<file path="src/rtl/i2s_pkg.sv">
// Shared I2S definitions used by both the transmit and receive sides.
package i2s_pkg;

  localparam logic CH_LEFT  = 1'b0;
  localparam logic CH_RIGHT = 1'b1;

  localparam int unsigned DEFAULT_DATA_WIDTH = 32;

  // Wide enough to hold the value DATA_WIDTH itself (saturated slot count).
  function automatic int unsigned bit_cnt_width(input int unsigned data_width);
    return $clog2(data_width) + 1;
  endfunction

endpackage

</file>
<file path="src/rtl/i2s_rx_fifo.sv">
// 4-entry FIFO with a 2-entry write port and 1-entry read port for stereo pairs.
module i2s_rx_fifo #(
  parameter int unsigned WIDTH = 33
) (
  input  logic             clk,
  input  logic             rst,
  input  logic             push,
  input  logic [WIDTH-1:0] wdata0,
  input  logic [WIDTH-1:0] wdata1,
  input  logic             pop,
  output logic [WIDTH-1:0] rdata,
  output logic             valid,
  output logic             free_ge2
);

  logic [WIDTH-1:0] mem_q [4];
  logic [1:0]       wr_ptr_q;
  logic [1:0]       rd_ptr_q;
  logic [2:0]       count_q;
  logic             do_push;
  logic             do_pop;

  always_comb begin
    valid    = (count_q != 3'd0);
    // Space check uses the occupancy before any same-cycle pop.
    free_ge2 = (count_q <= 3'd2);
    do_push  = push && free_ge2;
    do_pop   = pop && valid;
    rdata    = mem_q[rd_ptr_q];
  end

  always_ff @(posedge clk) begin
    if (rst) begin
      wr_ptr_q <= 2'd0;
      rd_ptr_q <= 2'd0;
      count_q  <= 3'd0;
    end else begin
      if (do_push) wr_ptr_q <= wr_ptr_q + 2'd2;
      if (do_pop)  rd_ptr_q <= rd_ptr_q + 2'd1;
      count_q <= count_q + {do_push, 1'b0} - {2'b00, do_pop};
    end
  end

  always_ff @(posedge clk) begin
    if (do_push) begin
      mem_q[wr_ptr_q]        <= wdata0;
      mem_q[wr_ptr_q + 2'd1] <= wdata1;
    end
  end

endmodule

</file>
<file path="src/rtl/i2s_receive.sv">
// Oversampling I2S receiver: deserialises stereo words and emits L/R pairs on AXI4-Stream.
module i2s_receive
  import i2s_pkg::*;
#(
  parameter int unsigned DATA_WIDTH  = DEFAULT_DATA_WIDTH,
  parameter int unsigned SYNC_STAGES = 2
) (
  input  logic                  M_AXIS_ACLK,
  input  logic                  M_AXIS_ARESET,
  input  logic                  sck,
  input  logic                  ws,
  input  logic                  sd,
  output logic [DATA_WIDTH-1:0] M_AXIS_TDATA,
  output logic                  M_AXIS_TVALID,
  input  logic                  M_AXIS_TREADY,
  output logic                  M_AXIS_TLAST,
  output logic                  overrun
);

  localparam int unsigned CW = bit_cnt_width(DATA_WIDTH);

  logic [SYNC_STAGES-1:0] sck_sync_q, ws_sync_q, sd_sync_q;
  logic                   sck_s, ws_s, sd_s;
  logic                   sck_prev_q, ws_prev_q, in_sync_q;
  logic [CW-1:0]          bit_cnt_q, cnt_inc, shamt;
  logic [DATA_WIDTH-1:0]  shreg_q, shreg_shift, word;
  logic [DATA_WIDTH-1:0]  left_hold_q, push_left_q, push_right_q;
  logic                   left_valid_q, push_q, overrun_q;
  logic                   sck_rise, ws_edge, room;
  logic [DATA_WIDTH:0]    fifo_rdata;
  logic                   fifo_valid, free_ge2;

  always_ff @(posedge M_AXIS_ACLK) begin
    sck_sync_q <= {sck_sync_q[SYNC_STAGES-2:0], sck};
    ws_sync_q  <= {ws_sync_q[SYNC_STAGES-2:0], ws};
    sd_sync_q  <= {sd_sync_q[SYNC_STAGES-2:0], sd};
  end

  always_comb begin
    sck_s       = sck_sync_q[SYNC_STAGES-1];
    ws_s        = ws_sync_q[SYNC_STAGES-1];
    sd_s        = sd_sync_q[SYNC_STAGES-1];
    sck_rise    = sck_s && !sck_prev_q;
    ws_edge     = (ws_s != ws_prev_q);
    room        = (bit_cnt_q < CW'(DATA_WIDTH));
    shreg_shift = room ? {shreg_q[DATA_WIDTH-2:0], sd_s} : shreg_q;
    cnt_inc     = room ? bit_cnt_q + CW'(1) : bit_cnt_q;
    // Short slots are left-justified with zero fill.
    shamt       = CW'(DATA_WIDTH) - cnt_inc;
    word        = shreg_shift << shamt;
  end

  always_ff @(posedge M_AXIS_ACLK) begin
    if (M_AXIS_ARESET) begin
      sck_prev_q   <= sck_s;
      ws_prev_q    <= ws_s;
      in_sync_q    <= 1'b0;
      bit_cnt_q    <= '0;
      shreg_q      <= '0;
      left_hold_q  <= '0;
      left_valid_q <= 1'b0;
      push_q       <= 1'b0;
      push_left_q  <= '0;
      push_right_q <= '0;
      overrun_q    <= 1'b0;
    end else begin
      sck_prev_q <= sck_s;
      push_q     <= 1'b0;
      overrun_q  <= push_q && !free_ge2;
      if (sck_rise) begin
        ws_prev_q <= ws_s;
        if (ws_edge) begin
          bit_cnt_q <= '0;
          shreg_q   <= '0;
          if (!in_sync_q) begin
            in_sync_q <= 1'b1;
          end else if (ws_prev_q == CH_LEFT) begin
            left_hold_q  <= word;
            left_valid_q <= 1'b1;
          end else if (left_valid_q) begin
            push_q       <= 1'b1;
            push_left_q  <= left_hold_q;
            push_right_q <= word;
            left_valid_q <= 1'b0;
          end
        end else begin
          bit_cnt_q <= cnt_inc;
          shreg_q   <= shreg_shift;
        end
      end
    end
  end

  i2s_rx_fifo #(
    .WIDTH (DATA_WIDTH + 1)
  ) u_fifo (
    .clk      (M_AXIS_ACLK),
    .rst      (M_AXIS_ARESET),
    .push     (push_q),
    .wdata0   ({1'b0, push_left_q}),
    .wdata1   ({1'b1, push_right_q}),
    .pop      (M_AXIS_TREADY),
    .rdata    (fifo_rdata),
    .valid    (fifo_valid),
    .free_ge2 (free_ge2)
  );

  always_comb begin
    M_AXIS_TVALID = fifo_valid;
    M_AXIS_TDATA  = fifo_valid ? fifo_rdata[DATA_WIDTH-1:0] : '0;
    M_AXIS_TLAST  = fifo_valid && fifo_rdata[DATA_WIDTH];
    overrun       = overrun_q;
  end

endmodule

</file>
<file path="config.mk">
export PLATFORM = sky130hd
export DESIGN_NAME = i2s_receive
export DESIGN_NICKNAME = d
export VERILOG_FILES = /design/src/rtl/i2s_pkg.sv /design/src/rtl/i2s_rx_fifo.sv /design/src/rtl/i2s_receive.sv
export SDC_FILE = /design/constraint.sdc
export NUM_CORES = 1
export LEC_CHECK = 0
export ABC_AREA = 1
export CORE_MARGIN = 2
export CORE_UTILIZATION = 30
export DETAILED_ROUTE_END_ITERATION = 10
export DONT_BUFFER_PORTS = 1
export PLACE_DENSITY_LB_ADDON = 0.12
export SLEW_MARGIN = 20
export SYNTH_ARGS = -nofsm -noshare
export SYNTH_HDL_FRONTEND = slang
export SYNTH_SLANG_ARGS = --single-unit
</file>
<file path="constraint.sdc">
create_clock -name M_AXIS_ACLK -period 10.59 [get_ports M_AXIS_ACLK]
set_input_delay 1.5885 -clock M_AXIS_ACLK [delete_from_list [all_inputs] [get_ports M_AXIS_ACLK]]
set_output_delay 1.5885 -clock M_AXIS_ACLK [all_outputs]
set_load 0.01 [all_outputs]
</file>
# Yosys cells after proc, flatten, opt, wreduce, memory -nomap -nowiden
# Memory sizes are Yosys's and may differ from the RTL's. A register that Yosys moved wholly into a read port is not among the register bits.
# Index checks and enable logic that the tools add are counted.
[word_totals]
reg_bits = 153
ram_bits = 132
memories = 1
[classes]
add_sub_neg = 7
order_cmp = 2
n_eq_ne = 1
shift = 1
mux = 13
bitwise = 4
n_reduce_logical = 14
[memory_table]
columns = ["memory", "depth", "width", "rd", "rd_ports_with_merged_regs", "wr", "line", "text"]
rows = [
  ["u_fifo.mem_q", 4, 33, 1, 1, 2, "i2s_rx_fifo.sv:16", "logic [WIDTH-1:0] mem_q [4];"],
]
[op_table]
columns = ["op", "count"]
rows = [
  ["2-to-1 mux 32 bit", 3],
  ["left shift 32 x 6 -> 32 bit", 1],
  ["2-to-1 mux 6 bit", 2],
  ["adder 6 x 1 -> 6 bit, second input constant", 1],
  ["less-than comparator 6 bit, second input constant", 1],
  ["2-to-1 mux 1 bit", 6],
  ["subtractor 6 bit, first input constant", 1],
  ["logical AND 1 bit", 5],
  ["AND reduction 5 bit", 1],
  ["OR reduction 5 bit", 1],
  ["adder 2 x 1 -> 2 bit, second input constant", 2],
  ["2-to-1 mux 2 bit", 2],
  ["NOT 1 bit", 4],
  ["AND reduction 4 bit", 1],
  ["adder 3 x 2 -> 3 bit", 1],
  ["<= comparator 3 x 2 -> 1 bit, second input constant", 1],
  ["AND reduction 3 bit", 1],
  ["nonzero test 3 bit", 1],
  ["subtractor 3 x 1 -> 3 bit", 1],
  ["adder 2 bit, second input constant", 1],
  ["logical NOT 1 bit", 2],
  ["AND reduction 2 bit", 1],
  ["nonzero test 2 bit", 1],
  ["!= test 1 bit", 1],
]

# Depth between registers and ports, before layout
# Gate-level depths: netlist (run 1).
[logic_depth]
depth_word = 4
mapped_depth = 18

# Cells and area by module
# Synthesis (run 1) repeated with hierarchy kept, for this count alone.
[unflattened]
cells_unflattened = 1564
hier_area_um2 = 13026.2
[by_module_without_submodules]
columns = ["mod", "n_inst", "cells_each", "area_each_um2"]
rows = [
  ["i2s_receive", 1, 1196, 7754.9],
  ["i2s_rx_fifo", 1, 368, 5271.3],
]

# Worst setup path before layout (run 1)
# OpenSTA, ideal clock, no wires.
[synth_path]
path_kind = "register to register"
startpoint = "register u_fifo.count_q[0]"
endpoint = "memory u_fifo.mem_q[0][0] (enable)"
setup_time_ns = 0.486
arrival_ns = 3.276
required_ns = 10.104
path_slack_ns = 6.827
path_stages_with_launch = 4
n_path_buf = 0
path_cell_list = "dfxtp_1 a21oi_1 nand2_1 nor2_1"
[synth_rtl]
columns = ["item", "line", "text"]
rows = [
  ["start: declaration", "i2s_rx_fifo.sv:19", "logic [2:0] count_q;"],
  ["start signal: assignment", "i2s_rx_fifo.sv:40", "count_q <= count_q + {do_push, 1'b0} - {2'b00, do_pop};"],
  ["end: declaration", "i2s_rx_fifo.sv:16", ""],
]

==> impl_metrics.py, run 1 <==
metrics = {
    "synth": {
        "ys_ff_latch": 282,
        "synth.net_count": 1548,
        "synth_top_area_cell": "edfxtp_1",
        "synthTopCellsByArea": "edfxtp_1, dfxtp_1, nand2_1",
        "avgSynthCellArea_um2": 8.15,
        "seq_area_frac_synth": 0.554,
        "netlist_instances": 1538,
        "synth_cell_types": 29,
        "syn_area_mm2": 0.0125,
        "ys_warn_count": 0,
        "synth_top_area_share": 0.309,
    },
    "power_and_ir_drop": {
        "powerDensity_mw_per_mm2": 192,
        "finalPower_w": 0.00268,
        "max-vdd-ir-drop_v": 0.0000795,
        "p_leak_nw": 5.27,
    },
    "setup_path": {
        "r2r_cells": 11,
        "crit_type": "reg2out",
        "slowest_delay_ns": 0.42,
        "critPathArrivalTime_ns": 2.55,
        "worstReg2RegEnd": "left_hold_q[2]",
        "cp-end-kind": "output port",
        "cpLargestDelayFamily": "buffers and inverters",
        "timing.critical_path.mode_cell": "buf_4",
        "start_kind": "flip-flop",
        "cp.buffers_inverters": 3,
        "slowest_stage": "buf_4",
        "r2r_start": "bit_cnt_q[5]",
        "r2r_setup_slack_ns": 6.95,
        "required_ns": 9.00,
        "cp_cell_sequence": "buf_4 > inv_1 > buf_4 > nor2_1 > o21ai_0 > a21oi_1",
        "critPathMaxFanout": 33,
    },
    "clocking": {
        "cts_hold_buffers": 0,
        "clkTransAtPathRegs_ns": 0.05,
        "cts_root_buf": "clkbuf_16",
        "cts_max_level": 2,
        "clockBufferDepth": 3,
        "cts_resized": 0,
        "numCtsBuffers": 34,
        "post_cts_buffers": 0,
        "clock-sinks": 282,
        "cts_tree": "built",
        "insertion_delay_ns": 0.53,
    },
    "floorplanning": {
        "dieArea_mm2": 0.0434,
        "die_w_um": 208,
        "initial_core_util": 0.305,
        "core_mm2": 0.0410,
        "io-pin-count": 41,
        "die_h_um": 208,
        "row_count": 74,
    },
    "sta": {
        "rsz0062_at_grt": "false",
        "min_period_ns": 4.14,
        "fin_skew_ns": 0.0169,
        "finalHoldViolCount": 0,
        "setup_viol_count_final": 0,
        "relSlewSlack": 0.347,
        "fin_crit_sh": 0.391,
        "tightest_slew_ns": 0.977,
        "slew_violations": 0,
        "tns_ns": 0,
        "timing.fmax_mhz": 241,
    },
    "global_routing": {
        "grt_max_degree": 103,
        "grt_pass1_vias": 9214,
        "grt_antenna_before_repair": 0,
        "grt_pass1_wl_um": 52600,
        "grt_overflow": 0,
        "grt.total_usage": 0.153,
    },
    "placement": {
        "dpl.hpwl_um": 20800,
        "placed_area_mm2": 0.0129,
        "gp_congestion": 0.846,
        "numPortBuffers": 0,
    },
    "routing": {
        "drtPass1Iterations": 7,
        "route.detailed.drc": 0,
        "vias_per_cell": 4.83,
        "finalWirelength_um": 33100,
        "drt-initial-drc-count": 644,
        "wire_per_inst_um": 16.2,
        "postRouteAntennaNets": 0,
        "num_vias": 9870,
    },
    "hold_path": {
        "holdCritStartpoint": "sck_sync_q[0]",
        "hold_class": "reg2reg",
        "holdPathEnd": "sck_sync_q[1]",
        "holdPathStages": 0,
    },
    "run_status": {
        "outcome": "completed",
    },
    "cells_and_area": {
        "post-route-util": 0.340,
        "most-common-layout-cells": "nand2_1, nor2_1, o21ai_0",
        "syn_to_final_growth_pct": 11.4,
        "design_area_mm2": 0.0140,
        "drive_gt1_frac": 0.0642,
        "layout.nets": 1497,
        "layout.cells.most_common": "nand2_1",
        "antennaDiodeCount": 0,
    },
    "flow_run": {
        "max_cap_violations": 0,
    },
}
state kept, by name, summed over array words and instances, names as in the netlist, named ones only:
register	count
u_fifo.mem_q	128
left_hold_q	32
push_left_q	32
push_right_q	32
shreg_q	32
bit_cnt_q	6
u_fifo.count_q	3
sck_sync_q	2
sd_sync_q	2
u_fifo.rd_ptr_q	2
ws_sync_q	2
in_sync_q	1
left_valid_q	1
overrun	1
push_q	1
sck_prev_q	1
u_fifo.rdata	1
u_fifo.wr_ptr_q	1
ws_prev_q	1
per-stage QoR:
stage,hold WS [ns],setup WS [ns],cells
after detailed placement,0.317,6.89,1983
after global placement,0.316,6.90,1983
after CTS,0.330,6.32,2044
final,0.328,6.45,2044
after global routing,0.332,6.19,2044
after floorplan,0.310,6.83,1538
worst max-delay path by stage:
stage                               to  depth (start not counted)  slack (ns)
CTS                   M_AXIS_TDATA[11]                          6        6.32
floorplan           u_fifo.mem_q[0][0]                          3        6.83
global route          M_AXIS_TDATA[11]                          6        6.19
finish                M_AXIS_TDATA[11]                          6        6.45
detailed placement    M_AXIS_TDATA[11]                          6        6.89
global placement      M_AXIS_TDATA[11]                          6        6.90
worst reg2reg max path, stage by stage, from the launching register on:
cell and delay, ns:
dfxtp_1 0.37, buf_4 0.45, nand2_1 0.14, nand2_2 0.52
nand2_4 0.15, nor2_4 0.18, nand3_2 0.11, nand2_2 0.28
inv_2 0.20, nor2_4 0.55, nand3_1 0.40, a21oi_1 0.22
report_power, final:
part           switching [W]  leakage (nW)  internal, W
combinational       0.000318          2.42    0.0000963
sequential        0.00000771          2.32      0.00114
clock               0.000452         0.529     0.000666
logic make-up after synthesis:
| kind of cell | count (synthesis) | share of synthesized area |
|---|---|---|
| AND/OR/NAND/NOR | 773 | 0.255 |
| AO/OA/AOI/OAI | 305 | 0.127 |
| flip-flops | 282 | 0.554 |
| buffers and inverters | 172 | 0.0583 |
| adder cells (fa/ha/maj) | 4 | 0.00400 |
| XOR/XNOR | 2 | 0.00140 |
cell type report:
type / count / area (um2)
Sequential cell: 282 / 6940
Inverter: 70 / 265
Tap cell: 532 / 666
Fill cell: 4303 / 27100
Multi-Input combinational cell: 1084 / 4890
Clock buffer: 50 / 972
Timing Repair Buffer: 15 / 113
Clock inverter: 11 / 109
metal layers:
| layer | global-route usage | routed length, um |
|---|---|---|
| met4 | 0.0387 | 629 |
| met3 | 0.0309 | 1480 |
| met5 | 0 | 0 |
| met2 | 0.246 | 15100 |
| met1 | 0.209 | 15900 |
cells in the mapped netlist:
cell and n:
a21oi_1 98, a22oi_1 11, buf_1 7, buf_2 33, buf_4 5, buf_6 3, clkbuf_1 54, dfxtp_1 153
edfxtp_1 129, ha_1 4, inv_1 66, inv_2 3, inv_4 1, nand2_1 367, nand2_2 7, nand2_4 2
nand3_1 145, nand3_2 1, nand4_1 3, nand4_2 6, nor2_1 239, nor2_2 1, nor2_4 2, o21a_1 6
o21ai_0 170, o21ai_1 1, o22ai_1 19, xnor2_1 1, xor2_1 1
Note: power is estimated with default switching activity, not from simulation.
==> inputs of run 2 (changes only) <==
- clock period: 10.59 -> 3.6 ns (I/O delays scaled with it)
==> run 2 against run 1 <==
  * Design area up 1.5%
  * Register-to-register slack worse by 6.1 ns
  * Flip-flop and latch count unchanged
  * Non-clock buffer count up 17
  * First-iteration DRC count up 10%
  * Utilization up 0.52 points
  * Critical path type is now reg2reg
  * Largest cell class unchanged
==> impl_metrics.py, run 2 (synthesized netlist as in run 1, its figures left out) <==
metrics = {
    "cells_and_area": {
        "layout.cells.most_common": "nand2_1",
        "post-route-util": 0.345,
        "layout.nets": 1514,
        "most-common-layout-cells": "nand2_1, nor2_1, o21ai_0",
        "drive_gt1_frac": 0.0746,
        "top_register": "u_fifo.mem_q",
        "largest_register_ffs": 128,
        "antennaDiodeCount": 0,
        "syn_to_final_growth_pct": 13.1,
        "nFillCells": 4302,
    },
    "placement": {
        "dpl.hpwl_um": 21900,
        "pre_cts_ws_ns": 0.818,
        "gp_congestion": 0.862,
        "numPortBuffers": 0,
    },
    "global_routing": {
        "grt_pass1_wl_um": 52900,
        "grt_pass1_vias": 9242,
        "grt_antenna_before_repair": 0,
        "grt.total_usage": 0.154,
        "grt_max_degree": 91,
        "grt_overflow": 0,
    },
    "hold_path": {
        "hold_class": "in2reg",
    },
    "setup_path": {
        "cp_cell_sequence": "ha_1 > inv_1 > nand2_1 > nand2_2 > nand2_4 > nor2_4 > nand3_2 > nand2_2 > inv_2 > nor2_4 > nand3_1 > nand3_1 > nand2_1 > inv_1",
        "critPathMaxFanout": 22,
        "start_kind": "flip-flop",
        "cp-end-kind": "flip-flop",
        "slowest_delay_ns": 0.51,
        "critPathArrivalTime_ns": 3.26,
        "slowest_stage": "nor2_4",
        "required_ns": 4.07,
        "crit_type": "reg2reg",
    },
    "power_and_ir_drop": {
        "powerDensity_mw_per_mm2": 564,
        "finalPower_w": 0.00800,
        "p_leak_nw": 5.39,
        "max-vdd-ir-drop_v": 0.000385,
    },
    "routing": {
        "postRouteAntennaNets": 0,
        "wire_per_inst_um": 16.4,
        "drtPass1Iterations": 5,
        "route.detailed.drc": 0,
        "drt-initial-drc-count": 709,
        "vias_per_cell": 4.79,
        "finalWirelength_um": 33700,
        "num_vias": 9867,
    },
    "clocking": {
        "clockBufferDepth": 3,
        "clkTransAtPathRegs_ns": 0.06,
        "cts_max_level": 2,
        "numCtsBuffers": 34,
        "cts_tree": "built",
        "cts_resized": 0,
        "clock-sinks": 282,
        "cts_hold_buffers": 0,
        "post_cts_buffers": 0,
        "cts_root_buf": "clkbuf_16",
        "insertion_delay_ns": 0.53,
    },
    "sta": {
        "slew_violations": 0,
        "fin_skew_ns": 0.0265,
        "timing.fmax_mhz": 358,
        "worst_slack_ns": 0.805,
        "finalHoldViolCount": 0,
        "tns_ns": 0,
        "relSlewSlack": 0.343,
        "fin_crit_sh": 0.776,
        "tightest_slew_ns": 0.983,
        "rsz0062_at_grt": "false",
        "setup_viol_count_final": 0,
        "min_period_ns": 2.79,
    },
    "floorplanning": {
        "io-pin-count": 41,
        "dieArea_mm2": 0.0434,
        "core_mm2": 0.0410,
        "row_count": 74,
        "die_h_um": 208,
        "die_w_um": 208,
        "initial_core_util": 0.305,
    },
    "flow_run": {
        "max_cap_violations": 0,
    },
    "run_status": {
        "outcome": "completed",
    },
}
==> run 2: worst max-delay path, delay by kind of cell (launching register included) <==
family / cells / cell delay (ns)
flops: 1 / 0.43
fa+ha+maj: 1 / 0.28
simple gates: 10 / 1.75
buf+inv: 3 / 0.27
==> run 2: per-layer routing <==
metal  vias up  wire [um]  global-route usage  share of wire
met2       163      15500               0.247           0.46
met4         0        660              0.0444          0.020
met5         -          0                   0              0
li1       5084          -                   -              -
met3        42       1240              0.0235          0.037
met1      4578      16300               0.215           0.48
==> run 2: worst paths after layout <==
kind,from,end,slack (ns),depth (start not counted)
worst max-delay path,bit_cnt_q[0],left_hold_q[25],0.81,14
worst min-delay path,sd,sd_sync_q[0],0.04,0
worst max register to register,bit_cnt_q[0],left_hold_q[25],0.81,14
worst min register to register,ws_sync_q[0],ws_sync_q[1],0.33,0
==> run 2: per-stage QoR <==
stage	instances	instance area, um2	hold WS, ns
after floorplan	1538	12500	0.310
after global placement	2000	13000	0.315
after detailed placement	2000	13000	0.318
after CTS	2061	14200	0.0122
after global routing	2061	14200	0.0194
final	2061	14200	0.0351
==> run 2: power breakdown <==
part           switching, W  internal (W)
clock               0.00133       0.00205
sequential        0.0000233       0.00336
combinational      0.000943      0.000293
==> run 2: final cells by class <==
| cell class | instances | area (um2) | share of cell area |
|---|---|---|---|
| Clock buffer | 47 | 971 | 0.0685 |
| Clock inverter | 14 | 154 | 0.0109 |
| Inverter | 70 | 265 | 0.0187 |
| Multi-Input combinational cell | 1084 | 4880 | 0.345 |
| Sequential cell | 282 | 6940 | 0.490 |
| Tap cell | 532 | 666 | 0.0470 |
| Timing Repair Buffer | 32 | 290 | 0.0205 |
